### config.mk
export PLATFORM = sky130hd
export DESIGN_NAME = gcd_engine_flat
export DESIGN_NICKNAME = d
export VERILOG_FILES = /design/src/rtl/gcd_engine_pkg.sv /design/src/rtl/gcd_engine_if.sv /design/src/rtl/gcd_engine.sv /design/src/flat_wrapper.sv
export SDC_FILE = /design/constraint.sdc
export NUM_CORES = 1
export LEC_CHECK = 0
export CAP_MARGIN = 20
export CELL_PAD_IN_SITES_DETAIL_PLACEMENT = 1
export CELL_PAD_IN_SITES_GLOBAL_PLACEMENT = 2
export CORE_ASPECT_RATIO = 1.75
export CORE_UTILIZATION = 30
export CTS_BUF_LIST = sky130_fd_sc_hd__clkbuf_4
export CTS_CLUSTER_DIAMETER = 50
export DETAILED_ROUTE_END_ITERATION = 8
export PLACE_DENSITY_LB_ADDON = 0.1
export SLEW_MARGIN = 25
export SYNTH_ARGS = -nofsm -noshare
export SYNTH_HDL_FRONTEND = slang
export SYNTH_SLANG_ARGS = --single-unit
### constraint.sdc
create_clock -name clk -period 2.65 [get_ports clk]
set_input_delay 0.53 -clock clk [delete_from_list [all_inputs] [get_ports clk]]
set_output_delay 0.53 -clock clk [all_outputs]
set_load 0.01 [all_outputs]
### src/rtl/gcd_engine_pkg.sv
// gcd_engine_pkg
//    Shared definitions for the subtract-only GCD engine: FSM state
//    encodings, the default operand width and the cycle-counter width.
//    Optional feature macro: GCD_CYCLE_COUNT_EN (adds the saturating
//    subtraction counter and its increment helper).
package gcd_engine_pkg;

   localparam int GCD_WIDTH = 8;
   localparam int CYCLE_W   = 16;

   localparam logic [1:0] ST_IDLE = 2'd0;
   localparam logic [1:0] ST_CALC = 2'd1;
   localparam logic [1:0] ST_DONE = 2'd2;

`ifdef GCD_CYCLE_COUNT_EN
   // Counter sticks at all-ones instead of wrapping back to zero
   function automatic logic [CYCLE_W-1:0] satInc(input logic [CYCLE_W-1:0] v);
      return (v == {CYCLE_W{1'b1}}) ? v : v + 1'b1;
   endfunction
`endif

endpackage

### src/rtl/gcd_engine_if.sv
// gcd_engine_if
//    Start/ready/done handshake between the top-level sequencer (master)
//    and the GCD engine (slave).
//    Signals: start, a_in, b_in (master -> engine);
//             ready, done, result (engine -> master);
//             cycles (engine -> master, only with GCD_CYCLE_COUNT_EN).
interface gcd_engine_if import gcd_engine_pkg::*; #(
   parameter int WIDTH = GCD_WIDTH
) ();

   logic             start;
   logic [WIDTH-1:0] a_in;
   logic [WIDTH-1:0] b_in;
   logic             ready;
   logic             done;
   logic [WIDTH-1:0] result;
`ifdef GCD_CYCLE_COUNT_EN
   logic [CYCLE_W-1:0] cycles;

   modport master (output start, a_in, b_in, input ready, done, result, cycles);
   modport slave  (input start, a_in, b_in, output ready, done, result, cycles);
`else
   modport master (output start, a_in, b_in, input ready, done, result);
   modport slave  (input start, a_in, b_in, output ready, done, result);
`endif

endinterface

### src/rtl/gcd_engine.sv
// gcd_engine
//    Iterative subtract-only GCD of two unsigned operands. The engine keeps
//    X/Y in registers, hands them to an external less-than comparator and
//    uses its answer to decide which operand to reduce each cycle.
//    Ports: clk, rst (synchronous, active high);
//           bus    - gcd_engine_if slave (start/a_in/b_in in,
//                    ready/done/result out, cycles out when enabled);
//           x_q, y_q - current X/Y registers to the comparator;
//           x_lt_y - comparator answer for (x_q < y_q), same cycle.
//    Optional feature macro: GCD_CYCLE_COUNT_EN (subtraction count of the
//    last run on bus.cycles).
module gcd_engine import gcd_engine_pkg::*; #(
   parameter int WIDTH = GCD_WIDTH
) (
   input  logic             clk,
   input  logic             rst,
   gcd_engine_if.slave      bus,
   output logic [WIDTH-1:0] x_q,
   output logic [WIDTH-1:0] y_q,
   input  logic             x_lt_y
);

   logic [1:0]       state_q, state_d;
   logic [WIDTH-1:0] x_d, y_d;
   logic [WIDTH-1:0] result_q, result_d;
`ifdef GCD_CYCLE_COUNT_EN
   logic [CYCLE_W-1:0] cnt_q, cnt_d;
   logic [CYCLE_W-1:0] cycles_q, cycles_d;
`endif

   // IDLE and DONE both accept a new request, which gives back-to-back
   // runs without an idle gap; only CALC blocks the handshake.
   assign bus.ready  = (state_q != ST_CALC);
   assign bus.done   = (state_q == ST_DONE);
   assign bus.result = result_q;
`ifdef GCD_CYCLE_COUNT_EN
   assign bus.cycles = cycles_q;
`endif

   // Next-state logic. Equality is checked locally so the comparator only
   // has to decide direction; the smaller operand is always subtracted
   // from the larger one, so the subtraction never underflows. A zero
   // operand short-circuits straight to DONE with gcd = a | b.
   always_comb begin
      state_d  = state_q;
      x_d      = x_q;
      y_d      = y_q;
      result_d = result_q;
`ifdef GCD_CYCLE_COUNT_EN
      cnt_d    = cnt_q;
      cycles_d = cycles_q;
`endif
      if (state_q == ST_CALC) begin
         if (x_q == y_q) begin
            result_d = x_q;
            state_d  = ST_DONE;
`ifdef GCD_CYCLE_COUNT_EN
            cycles_d = cnt_q;
`endif
         end else begin
            if (x_lt_y) begin
               y_d = y_q - x_q;
            end else begin
               x_d = x_q - y_q;
            end
`ifdef GCD_CYCLE_COUNT_EN
            cnt_d = satInc(cnt_q);
`endif
         end
      end else if (bus.start) begin
         x_d = bus.a_in;
         y_d = bus.b_in;
`ifdef GCD_CYCLE_COUNT_EN
         cnt_d = '0;
`endif
         if ((bus.a_in == '0) || (bus.b_in == '0)) begin
            result_d = bus.a_in | bus.b_in;
            state_d  = ST_DONE;
`ifdef GCD_CYCLE_COUNT_EN
            cycles_d = '0;
`endif
         end else begin
            state_d = ST_CALC;
         end
      end else begin
         state_d = ST_IDLE;
      end
   end

   // State registers; reset abandons any run in flight without a done pulse.
   always_ff @(posedge clk) begin
      if (rst) begin
         state_q  <= ST_IDLE;
         x_q      <= '0;
         y_q      <= '0;
         result_q <= '0;
`ifdef GCD_CYCLE_COUNT_EN
         cnt_q    <= '0;
         cycles_q <= '0;
`endif
      end else begin
         state_q  <= state_d;
         x_q      <= x_d;
         y_q      <= y_d;
         result_q <= result_d;
`ifdef GCD_CYCLE_COUNT_EN
         cnt_q    <= cnt_d;
         cycles_q <= cycles_d;
`endif
      end
   end

endmodule
### src/flat_wrapper.sv
// flat-port wrapper written by rule: the top's interface ports become plain ports
module gcd_engine_flat import gcd_engine_pkg::*;
#(
   parameter int WIDTH = GCD_WIDTH
)
  (clk, rst, x_q, y_q, x_lt_y, bus_start, bus_a_in, bus_b_in, bus_ready, bus_done, bus_result);
  gcd_engine_if #(.WIDTH(WIDTH)) bus_i ();
  input  logic clk;
  input  logic rst;
  output logic [WIDTH-1:0] x_q;
  output logic [WIDTH-1:0] y_q;
  input  logic x_lt_y;
  input wire logic [$bits(bus_i.start)-1:0] bus_start;
  input wire logic [$bits(bus_i.a_in)-1:0] bus_a_in;
  input wire logic [$bits(bus_i.b_in)-1:0] bus_b_in;
  output wire logic [$bits(bus_i.ready)-1:0] bus_ready;
  output wire logic [$bits(bus_i.done)-1:0] bus_done;
  output wire logic [$bits(bus_i.result)-1:0] bus_result;
  assign bus_i.start = bus_start;
  assign bus_i.a_in = bus_a_in;
  assign bus_i.b_in = bus_b_in;
  assign bus_ready = bus_i.ready;
  assign bus_done = bus_i.done;
  assign bus_result = bus_i.result;
  gcd_engine #(.WIDTH(WIDTH)) u_core (.clk(clk), .rst(rst), .bus(bus_i), .x_q(x_q), .y_q(y_q), .x_lt_y(x_lt_y));
endmodule
==> impl_metrics.csv, run 1 <==
group,metric,value,unit
die,fp.dieH,110,um
placement,hpwl,5140,um
die,die_w,63.8,um
clock_network,cts.reportedPaths.clkPinSlew,0.18,ns
setup_path,rrSetupSlack,0.38,ns
synthesis,synth.distinct_cells,47,
sta,finalCritPeriodShare,85.7,%
synthesis,synth_top_area_share,26.0,%
sta,rsz0062_at_grt,"false",
synthesis,synthArstFlopShare,0,%
routing,postRouteWirelength,6750,um
routing,vias,2009,
setup_path,startpoint_type,"flop",
synthesis,synth_flop_cell,"dfxtp_1",
clock_network,post-cts-setup-buffers,0,
sta,tns,0,ns
setup_path,cp_data_required_time,2.93,ns
routing,wire_per_inst,18.7,um
synthesis,post-synth-top-count-cell,"dfxtp_1",
synthesis,postSynthAreaPerCell,8.28,um2
clock_network,cts_sinks,26,
synthesis,ys_seq_area_share,26.0,%
pwr,cellPowerDensity,569,nW/um2
synthesis,synth_edf_count,0,
placement,placed_cell_area,2490,um2
clock_network,cts_buffer_depth,2,
final_layout,n_antenna_cell,0,
final_layout,design_area,2520,um2
setup_path,cp.arrival,2.55,ns
sta,slew_headroom,62.3,%
final_layout,finalNetCount,317,
die,io_pins,46,
placement,io_buffer_count,45,
flow_run,cap_viol_max_count,0,
routing,ant_nets,0,
grt,antenna_found_initial,0,
synthesis,ys_ff_latch,26,
setup_path,crit_path_max_fanout,16,
clock_network,cts_resized,0,
worst_hold_path,whs_path_depth,2,
setup_path,cp-end-kind,"flop",
synthesis,synth_common_cells,"dfxtp_1, a21oi_1, nor2_1",
final_layout,ff_latch_area,520,um2
worst_hold_path,hp-start,"u_core.bus.result[7]$_SDFFE_PP0P_",
routing,detail_route.iter0.violations,82,
clock_network,cts_tree,"done",
sta,fmax,440,MHz
setup_path,r2r-end,"u_core.x_q[7]$_SDFFE_PP0P_",
synthesis,syn-num-nets,278,
outcome,status,"finished, final reports clean",
synthesis,syn_inst,242,
sta,skew,0.0155,ns
sta,worst_pin_slew,0.560,ns
grt,grt_overflow,0,
grt,grt_use_total,20.0,%
sta,finalHoldViolCount,0,
setup_path,criticalPathCategory,"flop to flop",
pwr,leakagePower,0.890,nW
routing,viasPerCell,5.55,
die,dieArea,7020,um2
die,start_util,30.9,%
final_layout,nFillCells,769,
die,core,6490,um2
clock_network,htree_levels,1,
synthesis,synth_area,2000,um2
clock_network,clockRootBuffer,"clkbuf_4",
synthesis,ys_top_cells_by_area,"dfxtp_1, ha_1, a21oi_1",
clock_network,numCtsBuffers,3,
clock_network,hold_buffers,0,
grt,grt_pass1_wl,10400,um
pwr,peakVddDrop,0.212,mV
final_layout,syn_to_final_growth,25.9,%
sta,setup_viol_count_final,0,
sta,slew_violations,0,
routing,firstDrtPassIters,4,
grt,grt_start_max_net_pins,34,
clock_network,clk_latency,0.37,ns
placement,place_congestion,0.812,
die,rows,39,
synthesis,yosysWarnings,0,
setup_path,crit-reg2reg-launch,"u_core.x_q[4]$_SDFFE_PP0P_",
final_layout,drive_gt1_share,10.0,%
routing,drc,0,
synthesis,synth_top_cell_by_area,"dfxtp_1",
grt,grt_pass1_vias,1968,
final_layout,multi_input_area,1320,um2
setup_path,reg2reg_depth,8,
sta,fin_crit,2.27,ns
worst_hold_path,hp-class,"flop to flop",
worst_hold_path,whs_endpoint,"u_core.bus.result[7]$_SDFFE_PP0P_",
==> flip-flops by register name, summed over array words and instances, names as in the netlist <==
register and count:
u_core.bus.result 8, u_core.y_q 8, u_core.x_q 8, u_core.state_q 2
==> layout by cell type (no fill, tap or decap), types with 5 or more instances in the layout <==
| cell type | n |
|---|---|
| a21oi_1 | 25 |
| a221o_1 | 7 |
| a311oi_1 | 6 |
| buf_4 | 6 |
| clkdlybuf4s50_1 | 45 |
| dfxtp_1 | 26 |
| ha_1 | 14 |
| inv_1 | 14 |
| nand2_1 | 11 |
| nand2b_1 | 7 |
| nand3_1 | 8 |
| nor2_1 | 18 |
| nor2b_1 | 5 |
| nor3_1 | 11 |
| o211ai_1 | 6 |
| o21ai_0 | 14 |
==> routing by layer <==
| metal | wire length, um | global-route usage (%) | vias to the layer above |
|---|---|---|---|
| met4 | 245 | 10.2 | 0 |
| li1 | - | - | 970 |
| met2 | 3470 | 36.0 | 45 |
| met1 | 2860 | 23.3 | 981 |
| met5 | 0 | 0 | - |
| met3 | 181 | 1.85 | 13 |
==> cell families after synthesis <==
| kind of cell | count (synthesis) | synth area share, % |
|---|---|---|
| multiplexers | 2 | 0.999 |
| buffers and inverters | 32 | 8.37 |
| AO/OA/AOI/OAI | 78 | 27.8 |
| adder cells (fa/ha/maj) | 16 | 10.7 |
| XOR/XNOR | 3 | 1.69 |
| AND/OR/NAND/NOR | 85 | 24.4 |
| flip-flops | 26 | 26.0 |
==> final cells by class <==
cell class,instances,area share [%]
multi-input combinational,184,52.3
sequential,26,20.6
timing repair buffer,51,19.7
tap,82,4.07
inverter,15,2.33
clock buffer,3,0.893
clock inverter,1,0.149
==> power by group <==
part           leakage (nW)  total (W)  internal [W]  switching, W
Sequential            0.214   0.000477      0.000433     0.0000446
Clock                0.0154   0.000209     0.0000559      0.000153
Combinational         0.661   0.000748      0.000335      0.000413
Total                 0.890    0.00143      0.000824      0.000610
==> critical path, stage by stage (launching register included) <==
cell	delay, ns
dfxtp_1	0.42
inv_1	0.10
ha_1	0.44
and4_4	0.26
and3_4	0.18
o31ai_4	0.16
buf_4	0.26
o21ai_0	0.12
a31o_2	0.21
==> through the flow <==
step | hold slack [ns] | util (%) | cells | setup WS, ns | total power, W
after floorplan | 0.488 | - | 242 | 0.650 | 0.000980
after global placement | 0.452 | 38.4 | 358 | 0.285 | 0.00123
after detailed placement | 0.462 | 38.4 | 358 | 0.243 | 0.00124
after CTS | 0.482 | 38.8 | 362 | 0.367 | 0.00145
after global routing | 0.488 | 38.8 | 362 | 0.160 | 0.00153
final | 0.478 | 38.8 | 362 | 0.379 | 0.00143
==> how the worst max path moves through the flow <==
stage                                from                                end  slack, ns  cells after the start
6_report       u_core.x_q[4]$_SDFFE_PP0P_         u_core.x_q[7]$_SDFFE_PP0P_       0.38                      8
5_1_grt        u_core.x_q[4]$_SDFFE_PP0P_         u_core.x_q[7]$_SDFFE_PP0P_       0.16                      8
4_1_cts        u_core.x_q[4]$_SDFFE_PP0P_         u_core.x_q[0]$_SDFFE_PP0P_       0.37                      8
3_5_place_dp                  bus_b_in[5]  u_core.bus.result[0]$_SDFFE_PP0P_       0.24                      6
3_3_place_gp                  bus_b_in[5]  u_core.bus.result[4]$_SDFFE_PP0P_       0.28                      6
2_1_floorplan  u_core.x_q[6]$_SDFFE_PP0P_  u_core.bus.result[4]$_SDFFE_PP0P_       0.65                      9
No activity file was read; power rests on OpenSTA's default activity.
==> inputs of run 2 (changes only) <==
--- a/config.mk
+++ b/config.mk
@@ -14,7 +14,6 @@
 export CTS_CLUSTER_DIAMETER = 50
 export DETAILED_ROUTE_END_ITERATION = 8
 export PLACE_DENSITY_LB_ADDON = 0.1
-export SLEW_MARGIN = 25
 export SYNTH_ARGS = -nofsm -noshare
 export SYNTH_HDL_FRONTEND = slang
 export SYNTH_SLANG_ARGS = --single-unit
==> results of run 2 <==
Same layout as run 1: the final DEF is identical, and so are final timing and power.
